### config.mk
export PLATFORM = sky130hd
export DESIGN_NAME = dram_slot_seq
export DESIGN_NICKNAME = d
export VERILOG_FILES = /design/src/rtl/dram_slot_seq.sv
export SDC_FILE = /design/constraint.sdc
export NUM_CORES = 1
export LEC_CHECK = 0
export CORE_MARGIN = 2
export CORE_UTILIZATION = 50
export CTS_BUF_LIST = sky130_fd_sc_hd__clkbuf_4
export CTS_CLUSTER_DIAMETER = 100
export DETAILED_ROUTE_END_ITERATION = 12
export PLACE_DENSITY_LB_ADDON = 0.05
export SLEW_MARGIN = 20
export SYNTH_ARGS = -nofsm -noshare
export SYNTH_HDL_FRONTEND = slang
export SYNTH_SLANG_ARGS = --single-unit
### constraint.sdc
create_clock -name clk32 -period 2.6 [get_ports clk32]
set_input_delay 0.52 -clock clk32 [delete_from_list [all_inputs] [get_ports clk32]]
set_output_delay 0.52 -clock clk32 [all_outputs]
set_load 0.05 [all_outputs]
### src/rtl/dram_slot_seq.sv
// DRAM slot sequencer: splits each 500 ns memory cycle (16 clk32) into a refresh/video
// slot A and a CPU slot B, driving RAS/CAS/WE, the muxed row/column address and acks.
module dram_slot_seq #(
  parameter int AW         = 20,
  parameter int REF_PERIOD = 32
) (
  input  logic              clk32,
  input  logic              res,
  input  logic              m2clock_en_p,
  input  logic              cpu_req,
  input  logic              cpu_we,
  input  logic [AW-1:0]     cpu_addr,
  input  logic              vid_req,
  input  logic [AW-1:0]     vid_addr,
  output logic              ras_n,
  output logic              cas_n,
  output logic              we_n,
  output logic [AW/2-1:0]   ram_a,
  output logic              cpu_dtack,
  output logic              vid_ack,
  output logic              refresh_act
);

  localparam int HW = AW / 2;
  localparam int DW = (REF_PERIOD > 1) ? $clog2(REF_PERIOD) : 1;

  typedef enum logic [1:0] {
    OWN_IDLE,
    OWN_REFRESH,
    OWN_VIDEO,
    OWN_CPU
  } owner_t;

  logic [3:0]    ph, ph_nxt;
  logic          synced, synced_nxt;
  owner_t        owner_a, owner_a_nxt;
  owner_t        owner_b, owner_b_nxt;
  logic [AW-1:0] addr_a, addr_a_nxt;
  logic [AW-1:0] addr_b, addr_b_nxt;
  logic          we_b, we_b_nxt;
  logic [DW-1:0] ref_div, ref_div_nxt;
  logic [HW-1:0] ref_row, ref_row_nxt;
  logic          ref_pend, ref_pend_nxt;

  owner_t        act_owner;
  logic [AW-1:0] act_addr;
  logic [2:0]    ofs;
  logic [HW-1:0] slot_row;
  logic          ras_n_nxt, cas_n_nxt, we_n_nxt;
  logic [HW-1:0] ram_a_nxt;
  logic          cpu_dtack_nxt, vid_ack_nxt, refresh_act_nxt;

  // Phase tracking, slot ownership and refresh bookkeeping. A strobe that arrives
  // anywhere but ph=15 is a resync: both owners drop to IDLE, which aborts the slot.
  always_comb begin
    ph_nxt       = m2clock_en_p ? 4'd0 : ph + 4'd1;
    synced_nxt   = synced | m2clock_en_p;
    owner_a_nxt  = owner_a;
    owner_b_nxt  = owner_b;
    addr_a_nxt   = (ph == 4'd0) ? vid_addr : addr_a;
    addr_b_nxt   = (ph == 4'd8) ? cpu_addr : addr_b;
    we_b_nxt     = (ph == 4'd8) ? cpu_we : we_b;
    ref_div_nxt  = ref_div;
    ref_row_nxt  = ref_row;
    ref_pend_nxt = ref_pend;

    if (m2clock_en_p) begin
      owner_a_nxt = OWN_IDLE;
    end else if (ph == 4'd0) begin
      if (!synced)       owner_a_nxt = OWN_IDLE;
      else if (ref_pend) owner_a_nxt = OWN_REFRESH;
      else if (vid_req)  owner_a_nxt = OWN_VIDEO;
      else               owner_a_nxt = OWN_IDLE;
    end else if (ph == 4'd7) begin
      owner_a_nxt = OWN_IDLE;
    end

    if (m2clock_en_p) begin
      owner_b_nxt = OWN_IDLE;
    end else if (ph == 4'd8) begin
      owner_b_nxt = (synced && cpu_req) ? OWN_CPU : OWN_IDLE;
    end else if (ph == 4'd15) begin
      owner_b_nxt = OWN_IDLE;
    end

    if (synced && ph == 4'd0) begin
      if (ref_div == DW'(REF_PERIOD - 1)) begin
        ref_div_nxt  = '0;
        ref_pend_nxt = 1'b1;
      end else begin
        ref_div_nxt = ref_div + DW'(1);
      end
    end

    // Only a refresh slot that runs to completion retires the pending request.
    if (ph == 4'd7 && owner_a == OWN_REFRESH && !m2clock_en_p) begin
      ref_pend_nxt = 1'b0;
      ref_row_nxt  = ref_row + HW'(1);
    end
  end

  // Outputs are decoded from the upcoming phase and owner so that the registered
  // pins line up with the phase the counter holds in the same cycle.
  always_comb begin
    act_owner       = ph_nxt[3] ? owner_b_nxt : owner_a_nxt;
    act_addr        = ph_nxt[3] ? addr_b_nxt : addr_a_nxt;
    ofs             = ph_nxt[2:0];
    slot_row        = (act_owner == OWN_REFRESH) ? ref_row : act_addr[HW-1:0];
    ras_n_nxt       = 1'b1;
    cas_n_nxt       = 1'b1;
    we_n_nxt        = 1'b1;
    ram_a_nxt       = ram_a;
    cpu_dtack_nxt   = 1'b0;
    vid_ack_nxt     = 1'b0;
    refresh_act_nxt = 1'b0;

    if (act_owner != OWN_IDLE) begin
      if (ofs >= 3'd1 && ofs <= 3'd3)
        ram_a_nxt = slot_row;
      else if (ofs >= 3'd4 && act_owner != OWN_REFRESH)
        ram_a_nxt = act_addr[AW-1:HW];
      ras_n_nxt       = !(ofs >= 3'd2 && ofs <= 3'd6);
      cas_n_nxt       = !(ofs >= 3'd4 && ofs <= 3'd6 && act_owner != OWN_REFRESH);
      we_n_nxt        = !(ofs >= 3'd3 && ofs <= 3'd6 && act_owner == OWN_CPU && we_b_nxt);
      vid_ack_nxt     = (act_owner == OWN_VIDEO) && (ph_nxt == 4'd6);
      cpu_dtack_nxt   = (act_owner == OWN_CPU) && (ph_nxt == 4'd14);
      refresh_act_nxt = (act_owner == OWN_REFRESH);
    end
  end

  always_ff @(posedge clk32 or posedge res) begin
    if (res) begin
      ph       <= 4'd0;
      synced   <= 1'b0;
      owner_a  <= OWN_IDLE;
      owner_b  <= OWN_IDLE;
      addr_a   <= '0;
      addr_b   <= '0;
      we_b     <= 1'b0;
      ref_div  <= '0;
      ref_row  <= '0;
      ref_pend <= 1'b0;
    end else begin
      ph       <= ph_nxt;
      synced   <= synced_nxt;
      owner_a  <= owner_a_nxt;
      owner_b  <= owner_b_nxt;
      addr_a   <= addr_a_nxt;
      addr_b   <= addr_b_nxt;
      we_b     <= we_b_nxt;
      ref_div  <= ref_div_nxt;
      ref_row  <= ref_row_nxt;
      ref_pend <= ref_pend_nxt;
    end
  end

  always_ff @(posedge clk32 or posedge res) begin
    if (res) begin
      ras_n       <= 1'b1;
      cas_n       <= 1'b1;
      we_n        <= 1'b1;
      ram_a       <= '0;
      cpu_dtack   <= 1'b0;
      vid_ack     <= 1'b0;
      refresh_act <= 1'b0;
    end else begin
      ras_n       <= ras_n_nxt;
      cas_n       <= cas_n_nxt;
      we_n        <= we_n_nxt;
      ram_a       <= ram_a_nxt;
      cpu_dtack   <= cpu_dtack_nxt;
      vid_ack     <= vid_ack_nxt;
      refresh_act <= refresh_act_nxt;
    end
  end

endmodule

Word level (Yosys, flattened, before mapping)
Index checks and enable logic that the tools add are counted.
{"block": "op_classes", "n_addsub": 3, "order_cmp": 6, "n_eq_ne": 11, "mux": 29, "bitwise_logic": 1, "n_reduce_logical": 25}
{"operator": "$mux W20", "count": 3}
{"operator": "$mux W10", "count": 3}
{"operator": "$mux W2", "count": 11}
{"operator": "$logic_and A1 B1 Y1", "count": 14}
{"operator": "$eq A4 B4 Y1 const B", "count": 3}
{"operator": "$add A10 B1 Y10 const B", "count": 1}
{"operator": "$mux W1", "count": 10}
{"operator": "$eq A4 B3 Y1 const B", "count": 2}
{"operator": "$reduce_bool A2 Y1", "count": 4}
{"operator": "$ge A3 B2 Y1 const B", "count": 2}
{"operator": "$add A5 B1 Y5 const B", "count": 1}
{"operator": "$eq A5 B5 Y1 const B", "count": 1}
{"operator": "$mux W5", "count": 1}
{"operator": "$add A4 B1 Y4 const B", "count": 1}
{"operator": "$eq A2 B1 Y1 const B", "count": 2}
{"operator": "$eq A2 B2 Y1 const B", "count": 2}
{"operator": "$logic_not A1 Y1", "count": 4}
{"operator": "$logic_not A4 Y1", "count": 1}
{"operator": "$mux W4", "count": 1}
{"operator": "$reduce_and A2 Y1", "count": 2}
{"operator": "$ge A3 B1 Y1 const B", "count": 1}
{"operator": "$ge A3 B3 Y1 const B", "count": 1}
{"operator": "$le A3 B2 Y1 const B", "count": 1}
{"operator": "$le A3 B3 Y1 const B", "count": 1}
{"operator": "other kinds (2)", "count": 2}
{"block": "totals", "ff_bits": 82, "input_bits": 46, "output_inout_bits": 16, "wordCells": 92}

Logic depth before layout (Yosys ltp)
{"block": "logic_depth", "depth_word": 11, "ltp_mapped": 11, "ltp_nobuf": 9}

Worst setup path after synthesis
OpenSTA, ideal clock, no wires.
{"block": "synth_timing", "path_kind": "reg2reg", "from": "register ph[0]", "to": "register ram_a[1]", "setup_ns": 0.126, "arrival_time_ns": 2.253, "setup_slack_ns": 0.221, "stages_incl_launch_ff": 11, "n_path_buf": 2, "period_less_slack_ns": 2.379, "cell_sequence": "dfrtp_1 inv_1 ha_1 mux2_1 a211oi_1 o21ai_1 and2_1 buf_6 a31o_1 buf_6 a221o_1"}
{"block": "synth_via", "elab_chain_cells": 9}
{"element": "from (decl)", "line": "34", "text": "logic [3:0] ph, ph_nxt;"}
{"element": "from (signal assigned)", "line": "144", "text": "ph <= ph_nxt;"}
{"element": "parallel branches: the longest is 9 deep, another holds $add A4 B1 Y4"}
{"element": "to (signal assigned)", "line": "170", "text": "ram_a <= ram_a_nxt;"}
{"element": "to (decl)", "line": "18", "text": "output logic [AW/2-1:0] ram_a,"}
Several ways; the timed one is not identified. The select of a mux whose other input is x is not followed.
A chain may end at the register's enable or synchronous reset.

Worst setup path after layout
{"block": "layout_timing", "from": "register ph[0]", "to": "register ram_a[7]"}
{"element": "$logic_not A4 Y1", "line": "60", "text": "addr_a_nxt = (ph == 4'd0) ? vid_addr : addr_a;"}
{"element": "$mux W20", "line": "60"}
{"element": "named net addr_a_nxt[17]", "line": "38", "text": "logic [AW-1:0] addr_a, addr_a_nxt;"}
{"element": "$mux W20", "line": "106", "text": "act_addr = ph_nxt[3] ? addr_b_nxt : addr_a_nxt;"}
{"element": "$mux W10", "line": "120", "text": "else if (ofs >= 3'd4 && act_owner != OWN_REFRESH)"}
{"element": "$mux W10", "line": "118", "text": "if (ofs >= 3'd1 && ofs <= 3'd3)"}
The timed path passes the listed nets, and every way through them passes these cells. The select of a mux whose other input is x is not followed.

==> results by group <==
Timing
  – Final Hold Fails: 0
  – Slew Viols, Final: 0
  – Worst slew margin: 0.6528
  – Final TNS setup: 0 ns
  – Final Skew: roughly 0.014 ns
  – Period utilisation layout: 0.9387
  – Setup violators final: 0
  – RSZ-0062 raised after global routing: false
  – Min Tclk post-route: ~2.4 ns
  – Least-Margin Pin Slew: a little over 0.5 ns
  – FMAX: between 400 and 500 MHz

Placement
  – Gp weighted congestion: around 0.87
  – Dpl hpwl: approximately 6.4 mm
  – Port Buffers: 61

Synthesis
  – Most common cell in the netlist: dfrtp_1
  – Top cells by count, synth: dfrtp_1, mux2_2, nor2_1, nand3_1, nor3_1
  – Top FF cell, synth: dfrtp_1
  – Synthesized flop and latch total: roughly 80
  – Mapped Cells: between 300 and 400
  – Post-synthesis sequential area ratio: 0.5398
  – Post-synth net total: roughly 370
  – Yosys top cell area share: 0.5191
  – Mapped Area: ~0.0038 mm^2
  – Yosys top cell by area: dfrtp_1
  – Syn avg cell area: roughly 12 um^2
  – Dominant cells by area after synthesis: dfrtp_1, mux2_2, nor2_1
  – Distinct cells, synth: 43
  – Asr flop ratio synth: 1.000
  – Post-synth EDFFs: 0
  – Ys Warns: 0

Clock tree
  – CTS resizes: 0
  – H-tree Lvls: 3
  – Post-CTS Setup Bufs: 0
  – Clock sink count: 82
  – Hold-fix buffer count after cts: 0
  – Worst-path clk slew: approximately 0.13 ns
  – Clock Latency Late Sink: 0.44 ns
  – CTS tree: yes
  – CTS Buf Count: 9
  – Clock root buffer: clkbuf_4
  – Bufs on Longest Clock Path: 2

GRT
  – Met1 Track Usage GR: 0.3214
  – Global Route Usage Sum: 0.2286
  – Global routing usage on met2: 0.3377
  – First-pass GRT wire length: 14.66 mm
  – Total gr overflow: 0
  – Vias in the first global route: between 2000 and 3000
  – Busiest grt layer: met2
  – Initial antenna violation count: 0
  – GR Util met3: 0.03983
  – Largest net degree at the start of global routing: 33

Worst setup path
  – Arrival @ worst endpoint: between 2 and 3 ns
  – Type of origin of the critical path: flip-flop
  – Largest delay share family, worst path: multiplexers
  – WP buf/inv: 2
  – CP peak stage delay: a little over 0.4 ns
  – Worst path required time: around 2.9 ns
  – Crit-path max FO: 18
  – Critical-path top delay cell: dfrtp_1
  – Critical path cell sequence: inv_1 > ha_1 > nor3b_2 > buf_4 > mux2_2 > mux2i_1 > nor3_1 > a221o_1
  – Critical path class: flip-flop to flip-flop
  – Endpoint class of the critical path: flip-flop

Finish
  – Antenna cells: 0
  – Area delta synth->final: 26.91%
  – Share of post-route cells with drive strength above 1: 0.2518
  – Filler cell count: a little under 600
  – Layout Nets: between 400 and 500

Flow run
  – Max_cap viols: 0

Floorplanning
  – Die area: between 0.008 and 0.009 mm^2
  – # rows: 31
  – Initial Util: 0.5195
  – Die Y: 91.28 um
  – Die Wd: a little over 90 um
  – # IOs: slightly above 60
  – Core Area: between 0.007 and 0.008 mm^2

Detailed routing
  – Vias: 2784
  – Initial DRT Pass Iterations: 4
  – DRC: 0
  – Antenna Nets Post-Route: 0
  – Routed len/inst: 17.26 um
  – Drt via density: approximately 5.5
  – Initial DRC Count: roughly 130
  – Routed wire length: 8.767 mm

Power and ir drop
  – VDD IR-drop max: between 0.0003 and 0.0004 V
  – Power per cell area: 593.7 mW/mm^2
  – Final Power: 2.870 mW
  – Leakage: approximately 2.2 nW

Outcome
  – Status: complete, no violations

Worst hold path
  – Worst hold path type: input pin to async pin
-- worst paths after layout --
check | slack, ns | start | to | cells past startpoint
worst max-delay path | 0.16 | ph[0]$_DFF_PP0_ | ram_a[7]$_DFFE_PP0P_ | 8
worst min-delay path | 0.45 | res | addr_b[10]$_DFF_PP0_ | 2
worst max register to register | 0.16 | ph[0]$_DFF_PP0_ | ram_a[7]$_DFFE_PP0P_ | 8
worst min register to register | 0.49 | ref_row[9]$_DFFE_PP0P_ | ref_row[9]$_DFFE_PP0P_ | 1
max in group asynchronous | 1.58 | res | we_n$_DFF_PP1_ | 3
min in group clk32 | 0.49 | ref_row[9]$_DFFE_PP0P_ | ref_row[9]$_DFFE_PP0P_ | 1
-- cell families (layout without fill, tap and decap cells) --
logic type / Yosys count / after routing / synth area share
compound gates: 38 / 38 / 0.07819
xor+xnor: 13 / 13 / 0.02990
fa+ha+maj: 5 / 5 / 0.01643
buf+inv: 31 / 118 / 0.04008
flops: 82 / 82 / 0.5398
mux: 57 / 57 / 0.1656
simple gates: 96 / 96 / 0.1301
-- worst reg2reg max path, cell delays in order, from the launching register on --
cell	delay [ns]
dfrtp_1	0.41
inv_1	0.08
ha_1	0.28
nor3b_2	0.27
buf_4	0.34
mux2_2	0.39
mux2i_1	0.22
nor3_1	0.08
a221o_1	0.26
-- layer usage --
metal,up-vias,share of wire
met5,-,0
met4,0,0.033
met3,22,0.054
met2,86,0.45
met1,1357,0.46
li1,1319,-
-- area by class of cell --
class / instances / area, um^2 / share of cell area
sequential: 82 / 2056 / 0.4253
multi-input combinational: 209 / 1610 / 0.3332
timing repair buffer: 92 / 868.3 / 0.1797
tap: 99 / 123.9 / 0.02563
clock buffer: 10 / 75.07 / 0.01553
clock inverter: 6 / 58.81 / 0.01217
inverter: 10 / 41.29 / 0.008543
-- cell usage in the layout, fill, tap and decap left out, types with 3 or more instances in the layout --
cell type / instances
mux2_2: 44
clkbuf_4: 10
a21oi_1: 6
ha_1: 5
buf_4: 29
clkinvlp_4: 3
inv_1: 7
a221o_1: 10
dfstp_2: 3
mux2i_1: 11
nand3_1: 18
nor2b_1: 4
clkdlybuf4s50_1: 61
xnor2_1: 10
dfrtp_1: 79
nand2b_1: 3
nand2_1: 8
nor2_1: 31
xor2_1: 3
o32ai_1: 10
nor3_1: 12
and3_1: 4
nand4_1: 4
o21ai_0: 4
-- report_power, final --
group	switching [mW]	total, mW	internal [mW]
Combinational	0.313	0.625	0.313
Clock	0.449	0.746	0.297
Sequential	0.0716	1.50	1.43
Total	0.833	2.87	2.04
-- state kept, by name, indices dropped and copies added (netlist names), 2 cells and up --
register	count
ref_div	5
ref_row	10
owner_b	2
addr_a	20
addr_b	20
ram_a	10
ph	4
owner_a	2
-- per-stage QoR --
| stage | hold WS (ns) | cell area, um^2 | utilization | setup slack [ns] | std cells |
|---|---|---|---|---|---|
| floorplan | 0.4450 | 3812 | - | 0.2210 | 322 |
| CTS | 0.4493 | 4828 | 0.6586 | 0.08212 | 508 |
| global placement | 0.4644 | 4695 | 0.6404 | 0.01509 | 492 |
| detailed placement | 0.4744 | 4695 | 0.6404 | -0.04198 | 492 |
| global route | 0.4758 | 4833 | 0.6593 | 0.002305 | 508 |
| finish | 0.4460 | 4833 | 0.6593 | 0.1594 | 508 |
No activity file was read; power rests on OpenSTA's default activity.
